$ cat src/rtl/can_pkg.sv
// Shared CAN constants and the transmit CRC state type.
package can_pkg;

    localparam int unsigned CRC_WIDTH     = 15;
    localparam logic [14:0] CAN_CRC_POLY  = 15'h4599;
    // Index of the last CRC field bit; the strobe that moves past it ends the shift.
    localparam logic [3:0]  CRC_BITS_LAST = 4'd14;

    typedef enum logic [1:0] {
        StIdle,
        StCalc,
        StShift,
        StDone
    } tcrc_state_t;

endpackage

$ cat src/rtl/tcrc_strobe_det.sv
// Rising-edge detector for the bit-timing strobe: one fire per high phase of enable_i.
module tcrc_strobe_det (
    input  logic clk_i,
    input  logic rst_ni,
    input  logic enable_i,
    output logic fire_o
);

    logic flag_d, flag_q;

    // Flag follows enable: set while high, cleared on the first low clock.
    always_comb begin
        flag_d = enable_i;
        fire_o = enable_i & ~flag_q;
    end

    // Edge flag register.
    always_ff @(posedge clk_i or negedge rst_ni) begin
        if (!rst_ni) begin
            flag_q <= 1'b0;
        end else begin
            flag_q <= flag_d;
        end
    end

endmodule

$ cat src/rtl/tcrc_gen15.sv
// Transmit-side CAN CRC-15: accumulates per strobe, then shifts the CRC field out MSB first.
// Optional bus bit monitor during the CRC field: define TCRC_BITMON_EN.
module tcrc_gen15 #(
    parameter int unsigned          CRC_WIDTH = can_pkg::CRC_WIDTH,
    parameter logic [CRC_WIDTH-1:0] POLY      = can_pkg::CAN_CRC_POLY
) (
    input  logic                 clock,
    input  logic                 reset,
    input  logic                 enable,
    input  logic                 init,
    input  logic                 data_bit,
    input  logic                 start_shift,
`ifdef TCRC_BITMON_EN
    input  logic                 bus_bit,
    output logic                 mon_err,
`endif
    output logic                 crc_bit,
    output logic [CRC_WIDTH-1:0] crc_reg,
    output logic                 busy,
    output logic                 done
);

    import can_pkg::*;

    tcrc_state_t          state_d, state_q;
    logic [CRC_WIDTH-1:0] crc_d, crc_q;
    logic [3:0]           cnt_d, cnt_q;
    logic                 fire;
`ifdef TCRC_BITMON_EN
    logic                 mon_d, mon_q;
`endif

    tcrc_strobe_det u_strobe_det (
        .clk_i    (clock),
        .rst_ni   (reset),
        .enable_i (enable),
        .fire_o   (fire)
    );

    // Next state: init beats start_shift, which beats the strobe.
    always_comb begin
        state_d = state_q;
        crc_d   = crc_q;
        cnt_d   = cnt_q;
`ifdef TCRC_BITMON_EN
        mon_d   = mon_q;
`endif
        if (init) begin
            state_d = StCalc;
            crc_d   = '0;
            cnt_d   = '0;
`ifdef TCRC_BITMON_EN
            mon_d   = 1'b0;
`endif
        end else begin
            case (state_q)
                StIdle: begin
                end
                StCalc: begin
                    if (start_shift) begin
                        // Strobe in this clock is dropped; CRC is frozen for the field.
                        state_d = StShift;
                        cnt_d   = '0;
                    end else if (fire) begin
                        crc_d = {crc_q[CRC_WIDTH-2:0], 1'b0}
                              ^ ((data_bit ^ crc_q[CRC_WIDTH-1]) ? POLY : '0);
                    end
                end
                StShift: begin
                    if (fire) begin
                        crc_d = {crc_q[CRC_WIDTH-2:0], 1'b0};
                        cnt_d = cnt_q + 4'd1;
`ifdef TCRC_BITMON_EN
                        if (bus_bit != crc_q[CRC_WIDTH-1]) begin
                            mon_d = 1'b1;
                        end
`endif
                        if (cnt_q == CRC_BITS_LAST) begin
                            state_d = StDone;
                            crc_d   = '0;
                        end
                    end
                end
                StDone: begin
                    crc_d = '0;
                end
                default: begin
                    state_d = StIdle;
                end
            endcase
        end
    end

    // State, CRC and bit counter registers.
    always_ff @(posedge clock or negedge reset) begin
        if (!reset) begin
            state_q <= StIdle;
            crc_q   <= '0;
            cnt_q   <= '0;
        end else begin
            state_q <= state_d;
            crc_q   <= crc_d;
            cnt_q   <= cnt_d;
        end
    end

`ifdef TCRC_BITMON_EN
    // Sticky monitor error flag.
    always_ff @(posedge clock or negedge reset) begin
        if (!reset) begin
            mon_q <= 1'b0;
        end else begin
            mon_q <= mon_d;
        end
    end

    assign mon_err = mon_q;
`endif

    assign crc_reg = crc_q;
    assign busy    = (state_q == StShift);
    assign done    = (state_q == StDone);
    assign crc_bit = busy ? crc_q[CRC_WIDTH-1] : 1'b0;

endmodule

$ cat config.mk
export PLATFORM = sky130hd
export DESIGN_NAME = tcrc_gen15
export DESIGN_NICKNAME = d
export VERILOG_FILES = /design/src/rtl/can_pkg.sv /design/src/rtl/tcrc_strobe_det.sv /design/src/rtl/tcrc_gen15.sv
export SDC_FILE = /design/constraint.sdc
export NUM_CORES = 1
export LEC_CHECK = 0
export CAP_MARGIN = 10
export CORE_ASPECT_RATIO = 0.8
export CORE_MARGIN = 2
export CORE_UTILIZATION = 24
export DETAILED_ROUTE_END_ITERATION = 10
export PLACE_DENSITY_LB_ADDON = 0.25
export SLEW_MARGIN = 20
export SYNTH_ARGS = -nofsm -noshare
export SYNTH_HDL_FRONTEND = slang
export SYNTH_SLANG_ARGS = --single-unit
$ cat constraint.sdc
create_clock -name clock -period 2 [get_ports clock]
set_clock_uncertainty 0.15 [all_clocks]
set_input_delay 0.4 -clock clock [delete_from_list [all_inputs] [get_ports clock]]
set_output_delay 0.4 -clock clock [all_outputs]
set_load 0.1 [all_outputs]
### Word-level counts from Yosys, hierarchy flattened

Index checks and enable logic that the tools add are counted.

* ROM bits: 0
* register bits: 22
* latch bits: 0
* bits in writable memories: 0
* word-level logic and storage cells: 40
* input port bits: 6
* output and inout bits: 18
* memories: 0

* bitwise operators: 4
* reductions and logical operators: 5
* multipliers: 0
* shift operators: 0
* equality and inequality tests: 9
* divide/modulo/power cells: 0
* muxes and demuxes: 17
* $add $sub $neg: 1
* magnitude comparators: 0

Operator list (count)
* 15-bit 2-to-1 mux: 6
* 15-bit case mux with 3 select lines: 1
* 15-bit XOR: 1
* 4-bit 2-to-1 mux: 3
* 3-bit inequality test (second input constant): 3
* 2-bit 2-to-1 mux: 4
* 4-bit case mux with 2 select lines: 1
* 4-bit AND reduction: 2
* 3-bit by 2-bit inequality test with 1-bit output (second input constant): 2
* 4-bit by 1-bit adder with 4-bit output (second input constant): 1
* 2-bit equality test (second input constant): 2
* 4-bit equality test (second input constant): 1
* 2-bit case mux with 2 select lines: 1
* 4-bit nonzero test: 1
* 3-bit AND reduction: 1
* 3-bit nonzero test: 1
* 2-bit by 1-bit equality test with 1-bit output (second input constant): 1
* 1-bit bitwise AND: 1
* 1-bit 2-to-1 mux: 1
* 1-bit NOT: 1
* 1-bit XOR: 1

### Depth between registers and ports, before layout

Gate-level depths: netlist (run 1).

* depth in word-level cells: 7
* depth in mapped cells: 7
* depth with buffers taken out: 6

### Cells and area by module

Synthesis (run 1) repeated with hierarchy kept, for this count alone.

* cells, all modules: 94
* area total of the unflattened synthesis: 1087.3 µm²

By module, submodules not included
* tcrc_gen15: sequential area each 525.5 µm², area each 1048.5 µm², cells each 92, times used 1
* tcrc_strobe_det: sequential area each 25.0 µm², area each 38.8 µm², cells each 2, times used 1

### Least setup slack after synthesis (run 1)

No wires, ideal clock.

* kind: register to output
* start: register state_q[1]
* end: output port crc_bit
* stages on the path, launching flop included: 4
* path buffers: 1
* arrival time: 2.737 ns
* setup slack: -1.287 ns
* required time: 1.450 ns
* path through: dfrtp_1 -> buf_6 -> nor2b_1 -> and2_1

* word-level cells in the longest chain between the ends: 2

Ends and longest elaborated chain
* start: declaration: line tcrc_gen15.sv:25 `tcrc_state_t state_d, state_q;`
* start signal: assignment: line tcrc_gen15.sv:97 `state_q <= StIdle;`
* start signal: assignment: line tcrc_gen15.sv:101 `state_q <= state_d;`
* 2-bit equality test: line tcrc_gen15.sv:121 `assign busy = (state_q == StShift);`
* named net busy: line tcrc_gen15.sv:19 `output logic busy,`
* 1-bit 2-to-1 mux: line tcrc_gen15.sv:123 `assign crc_bit = busy ? crc_q[CRC_WIDTH-1] : 1'b0;`
* end: declaration: line tcrc_gen15.sv:17 `output logic crc_bit,`

The timed path passes the listed nets, and every way through them passes these cells.

### Worst setup path after layout (run 1)

* start: input port start_shift
* end: register crc_q[8], in the netlist crc_reg[8]

* word-level cells in the longest chain between the ends: 2

Ends and longest elaborated chain
* start: declaration: line tcrc_gen15.sv:12 `input logic start_shift,`
* 3-bit inequality test (no line)
* 4-bit AND reduction (no line)
* end signal: assignment: line tcrc_gen15.sv:102 `crc_q <= crc_d;`
* end: declaration: line tcrc_gen15.sv:26 `logic [CRC_WIDTH-1:0] crc_d, crc_q;`

Every way passes these cells.
A chain may end at the register's enable or synchronous reset.

==> results of run 1 <==
worst max-delay path by stage:
stage,to,start,slack (ns)
global placement,crc_reg[10],start_shift,-0.11
CTS,crc_reg[10],start_shift,0.14
finish,crc_reg[8],start_shift,0.15
detailed placement,crc_reg[7],start_shift,-0.13
floorplan,crc_bit,state_q[1],-0.11
global route,crc_reg[10],data_bit,0.07
worst max-delay path: stages:
cell	delay (ns)
clkdlybuf4s50_1	0.47
and4bb_2	0.26
nor4_4	0.26
a211oi_2	0.07
buf_4	0.19
a22o_1	0.19
power by group:
group	leakage, nW	switching [mW]	internal (mW)
registers	0.294	0.0427	0.472
logic	0.379	0.274	0.162
clock network	0.0357	0.137	0.267
final cells by class:
cell class                      count  area, um^2  share of cell area
Timing Repair Buffer               30         463               0.289
Sequential cell                    22         552               0.345
Clock buffer                        3        41.3              0.0258
Clock inverter                      1        30.0              0.0187
Tap cell                           57        71.3              0.0445
Inverter                            2        7.51             0.00469
Multi-Input combinational cell     55         437               0.273
synth_stat cells (2+ instances only):
cell	count	area [um^2]
dfrtp_1	22	551
a22o_1	14	123
nor2_1	6	22.5
xor2_1	6	52.6
nand2_1	3	11.3
nand2b_1	3	18.8
xnor2_1	3	26.3
a21oi_1	2	10.0
buf_6	2	22.5
ha_1	2	25.0
inv_1	2	7.51
nand3_1	2	10.0
o21ai_0	2	10.0
metal layers:
layer / wire length [um] / part of all wire
met5: 0 / 0
met4: 29 / 0.013
met3: 83 / 0.038
met2: 1010 / 0.47
met1: 1030 / 0.48
stage by stage:
step	TNS, ns	utilization	instance area [um^2]
after global routing	0	0.388	1600
after detailed placement	-1.85	0.371	1530
final	0	0.388	1600
after global placement	-1.57	0.371	1530
after floorplan	-0.108	-	1030
after CTS	0	0.388	1600
cells by family (layout without fill, tap and decap cells):
kind of cell / count (synthesis) / count (layout)
adder cells (fa/ha/maj): 2 / 2
AND/OR/NAND/NOR: 23 / 23
flip-flops: 22 / 22
AO/OA/AOI/OAI: 21 / 21
XOR/XNOR: 9 / 9
buffers and inverters: 6 / 36
==> metrics, run 1 <==
status finished clean; unrepaired setup endpoints after global routing false; CTS tree built; GR Layer Usage met1 0.142; mux share of post-synthesis cell area 0; grt ovf 0; DR WL/cell 12.7 um; Post-DRT Antenna Nets 0; H-tree lvl count 1; diodes inserted 0; FF-to-FF setup slack 0.27 ns; Final Hold Vio Count 0; CP Data Required Time 2.00 ns; Hold Path Class input port to asynchronous set/reset pin; number of cell rows 21; Synth Cell Area 1020 um^2; CTS Buffer Depth 2; crit-path max FO 14; vias in the first global route 797; FILL cells 401; Avg Vias per Cell 4.56; antenna violations before repair 0; ratio of cells with drive above 1 in the final layout 0.319; share of async-settable or async-resettable flops after synthesis 1.00; Cell Pwr Density 846 nW/um^2; crit share post-route 0.924; die width 76.9 um; xor/xnor cell area share of the yosys netlist 0.0772; critical setup path kind input port to register; nets 122; # Post-CTS Setup Buffers 0; Simple-Gate Fraction of Synth Area 0.148; commonest non-fill, non-tap cells in the layout dfrtp_1, buf_12, a22o_1; worst reg2reg path startpoint state_q[1]; die area 4790 um^2; DRT Wirelength 2160 um; Startpoint Class input port; chip height 62.3 um; VDD IR max 0.300 mV; Adder-Cell Fraction of Synth Area 0.0245; initial core utilization 0.247; Leakage Power 0.709 nW; YS warnings 0; first-pass GRT wire length 3830 um; Synth Net Count 91; largest family of logic cells by synthesized area compound AO/OA/AOI/OAI gates; Max-slew headroom 0.603; setup ws final 0.152 ns; vias 776; Clock Latency Late Sink 0.26 ns; post-route insts no fill 170; part of the Yosys area used for sequential elements 0.539; Hold Buf Count CTS 0; Fmax 0.541 GHz; Final HPWL DP 1600 um; Distinct cells, synth 27; Hold WS 0.339 ns; compound-cell area share of the yosys netlist 0.169; Starting DRT DRC Count 43; #FFs+latches synth 22; Post-CTS Resized 0; post-route minimum period 1.85 ns; final max-slew violation count 0; DP Worst Slack -0.134 ns; slew at the pin closest to its max-slew limit 0.593 ns; met2 usage 0.144; core area 4130 um^2; Final setup viols 0; dpl cells 166; busiest grt layer met2; Crit. End Element register; Placer Congestion 0.733; Initial DRT Pass Iterations 4; total power 1.35 mW; clock root buffer clkbuf_8; # DRC 0; reg2reg end crc_reg[8]; total track usage 0.0982; area growth from synthesis to layout 56.9%; Post-synth top flop dfrtp_1; I/O Buffers 23; Ports 24; CTS Sinks 22; Global Route met3 Usage 0.0174; TritonCTS Buffers 3; Maximum Capacitance Violations 0; Post-Synthesis Cells 83; pin count of the biggest net entering global routing 23; commonest non-fill, non-tap cell in the layout dfrtp_1; Post-synth EDFFs 0; Syn Area/Cell 12.3 um^2; CTS clk-pin slew, worst paths 0.07 ns; Worst EP arrival 1.85 ns; cell depth of the worst flop-to-flop path 4; Largest register FFs 15
Note: power is estimated with default switching activity, not from simulation.
==> run 2, diff against run 1 <==
--- a/config.mk
+++ b/config.mk
@@ -10,6 +10,7 @@
 export CORE_MARGIN = 2
 export CORE_UTILIZATION = 24
 export DETAILED_ROUTE_END_ITERATION = 10
+export GPL_TIMING_DRIVEN = 0
 export PLACE_DENSITY_LB_ADDON = 0.25
 export SLEW_MARGIN = 20
 export SYNTH_ARGS = -nofsm -noshare
==> metrics, run 2 (synthesized netlist as in run 1, its figures left out) <==
TritonCTS Buffers 3; Final HPWL DP 1450 um; Leakage Power 0.648 nW; H-tree lvl count 1; Max-slew headroom 0.634; Hold WS 0.176 ns; busiest grt layer met2; CTS clk-pin slew, worst paths 0.08 ns; Initial DRT Pass Iterations 4; clock power share 0.323; total track usage 0.0962; Cell Pwr Density 899 nW/um^2; Switching Power 0.453 mW; Startpoint Class register; met2 usage 0.141; grt ovf 0; Final Hold Vio Count 0; fin util 0.348; pin count of the biggest net entering global routing 23; CTS tree built; clock root buffer clkbuf_8; nets 121; Switching Fraction 0.351; vias 740; dpl cells 162; Maximum Capacitance Violations 0; Crit. End Element output pin; total power 1.29 mW; die area 4790 um^2; CTS Sinks 22; diodes inserted 0; Post-DP Area 1320 um^2; Final TNS setup 0 ns; Fmax 0.518 GHz; Hold Path Class input port to register; initial core utilization 0.247; CTS Buffer Depth 2; core area 4130 um^2; first-pass GRT wire length 3660 um; chip height 62.3 um; I/O Buffers 22; DRT Wirelength 2100 um; GR Layer Usage met1 0.135; # DRC 0; Avg Vias per Cell 4.38; CP Data Required Time 1.45 ns; Worst EP arrival 1.38 ns; post-route insts no fill 169; Largest register FFs 15; post-route minimum period 1.93 ns; setup ws final 0.0700 ns; crit-path max FO 7; FILL cells 429; status finished clean; Final setup viols 0; VDD IR max 0.359 mV; Comb power frac 0.290; ratio of cells with drive above 1 in the final layout 0.330; crit share post-route 0.965; die width 76.9 um; critical setup path kind register to output pin; Clock Latency Late Sink 0.27 ns; unrepaired setup endpoints after global routing false; Post-DRT Antenna Nets 0; slew at the pin closest to its max-slew limit 0.552 ns; final max-slew violation count 0; Starting DRT DRC Count 65; Seq pwr share 0.387; Global Route met3 Usage 0.0145; fin area 1440 um^2; antenna violations before repair 0; area growth from synthesis to layout 40.6%; DP Worst Slack -0.473 ns; DR WL/cell 12.4 um; commonest non-fill, non-tap cell in the layout dfrtp_1; Ports 24; number of cell rows 21; Placer Congestion 0.679; vias in the first global route 766; commonest non-fill, non-tap cells in the layout dfrtp_1, clkdlybuf4s15_2, a22o_1; internal power 0.837 mW
==> run 2: area by class of cell <==
cell class / instances / area, um^2 / share of cell area
inverters: 2 / 7.51 / 0.00523
multi-input cells: 55 / 447 / 0.311
flip-flops and latches: 22 / 552 / 0.384
repair buffers: 25 / 251 / 0.175
clock inverters: 1 / 30.0 / 0.0209
clock buffers: 3 / 41.3 / 0.0288
plain buffers: 4 / 35.0 / 0.0244
well taps: 57 / 71.3 / 0.0497
==> run 2: critical path, stage by stage, from the launching register on <==
cell and delay (ns):
dfrtp_1 0.48, and2_4 0.21, buf_2 0.42
==> run 2: path summary, 6_finish.rpt <==
kind	start	end	slack, ns	cells past startpoint
max	state_q[0]	done	0.07	2
min	enable	u_strobe_det.flag_q	0.18	1
max reg2reg	state_q[0]	crc_reg[3]	0.18	5
min reg2reg	crc_reg[11]	crc_reg[12]	0.39	1
max in group asynchronous	reset	crc_reg[14]	0.85	2
min in group asynchronous	reset	crc_reg[10]	0.48	2
==> run 2: what timing repair did <==
item | 4_1_cts | 5_1_grt
hold endpoints to repair | 0 | 22
setup buffers | 1 | 1
gates resized for setup | 58 | 7
hold buffers | 0 | 1
setup endpoints to repair | 33 | 14
pin swaps | 1 | 1
==> run 2: routing by layer <==
metal  up-vias  routed length, um
li1        357                  -
met1       365               1060
met2        14                920
met3         4                 74
met4         0                 42
met5         -                  0
==> run 2: power by group through the flow <==
stage	registers (mW)	clock network [mW]	logic, mW
after floorplan	0.672	0	0.115
after global placement	0.508	0	0.374
after detailed placement	0.507	0	0.377
after CTS	0.500	0.424	0.370
after global routing	0.504	0.451	0.393
final	0.500	0.416	0.374
==> run 3, diff against run 2 <==
==> constraint.sdc (replaced) <==
create_clock -name clock -period 1.61 [get_ports clock]
set_clock_uncertainty 0.15 [all_clocks]
set_input_delay 0.322 -clock clock [delete_from_list [all_inputs] [get_ports clock]]
set_output_delay 0.322 -clock clock [all_outputs]
set_load 0.1 [all_outputs]
==> metrics, run 3 (synthesized netlist as in run 1, its figures left out) <==
status complete, but fails checks; VDD IR max 0.429 mV; setup ws final -0.101 ns; chip height 62.3 um; Avg Vias per Cell 4.38; final max-slew violation count 0; post-route minimum period 1.71 ns; slew at the pin closest to its max-slew limit 0.986 ns; Worst EP arrival 1.71 ns; Post-DRT Antenna Nets 0; Clock Latency Late Sink 0.26 ns; vias 771; DR WL/cell 13.0 um; core area 4130 um^2; Largest register FFs 15; post-route insts no fill 176; nets 128; die width 76.9 um; Leakage Power 0.707 nW; ratio of cells with drive above 1 in the final layout 0.437; Maximum Capacitance Violations 0; Hold Buf Count CTS 0; initial core utilization 0.247; commonest non-fill, non-tap cell in the layout dfrtp_1; DRT Wirelength 2300 um; dpl cells 162; crit share post-route 1.06; clock root buffer clkbuf_8; Initial DRT Pass Iterations 4; number of cell rows 21; critical setup path kind register to register; DP Worst Slack -0.757 ns; vias in the first global route 778; Final HPWL DP 1450 um; Cell Pwr Density 1040 nW/um^2; H-tree lvl count 1; Placer Congestion 0.687; CTS clk-pin slew, worst paths 0.08 ns; commonest non-fill, non-tap cells in the layout dfrtp_1, a22o_1, buf_4, buf_2, buf_6; grt ovf 0; unrepaired setup endpoints after global routing true; die area 4790 um^2; I/O Buffers 22; Fmax 0.585 GHz; CTS Buffer Depth 2; total track usage 0.101; diodes inserted 0; Startpoint Class register; fin area 1460 um^2; crit-path max FO 6; fin util 0.354; Final setup viols 16; CTS Sinks 22; area growth from synthesis to layout 43.1%; Max-slew headroom 0.343; Ports 24; pin count of the biggest net entering global routing 23; TritonCTS Buffers 3; antenna violations before repair 0; Post-DP Area 1330 um^2; Crit. End Element register; # DRC 0; CTS tree built; Final Hold Vio Count 0; Starting DRT DRC Count 58; violated checks setup timing; Hold Path Class input port to register; first-pass GRT wire length 3830 um; CP Data Required Time 1.61 ns
[run 3: stage by stage]
step | power (mW) | hold WS (ns) | setup TNS (ns)
5_1_grt | 1.58 | 0.169 | -2.82
3_5_place_dp | 1.10 | 0.364 | -22.72
2_1_floorplan | 0.981 | -0.124 | -2.76
4_1_cts | 1.51 | 0.164 | -1.86
3_3_place_gp | 1.10 | 0.358 | -21.27
6_report | 1.51 | 0.164 | -1.41
[run 3: power by group]
part           switching (mW)  internal, mW  leakage (nW)
clock network           0.181         0.218        0.0288
logic                   0.355         0.136         0.385
registers              0.0345         0.588         0.293
total                   0.571         0.942         0.707
[run 3: per-layer routing]
layer | GRT usage | wire, um
met3 | 0.0189 | 82
met4 | 0.0614 | 50
met1 | 0.148 | 1140
met5 | 0 | 0
met2 | 0.135 | 1020
[run 3: final cells by class]
cell class | instances | area [um^2]
timing repair buffer | 33 | 267
clock buffer | 4 | 55.1
buffer | 3 | 30.0
sequential | 22 | 556
multi-input combinational | 55 | 475
inverter | 2 | 7.51
fill | 426 | 2660
tap | 57 | 71.3
[run 3: final timing paths]
path | from | to | slack [ns] | cells past startpoint
worst max-delay path | state_q[0] | crc_reg[12] | -0.10 | 5
worst min-delay path | init | state_q[1] | 0.16 | 2
worst max register to register | state_q[0] | crc_reg[12] | -0.10 | 5
worst min register to register | crc_reg[0] | crc_reg[0] | 0.37 | 2
max in group asynchronous | reset | crc_reg[14] | 0.42 | 1
min in group asynchronous | reset | cnt_q[1] | 0.18 | 1
[run 3: what timing repair did]
item                                    in CTS  in global routing
endpoints found under the setup margin      34                 28
gates resized for setup                    110                 13
gates cloned                                 1                  1
pin swaps                                   10                  1
buffers inserted                             6                  4
[run 3: critical path, cell delays in order (launching register included)]
cell and delay, ns:
dfrtp_2 0.46, and4bb_2 0.26, nor4_4 0.32, a211oi_4 0.09, buf_6 0.15, a22o_1 0.18
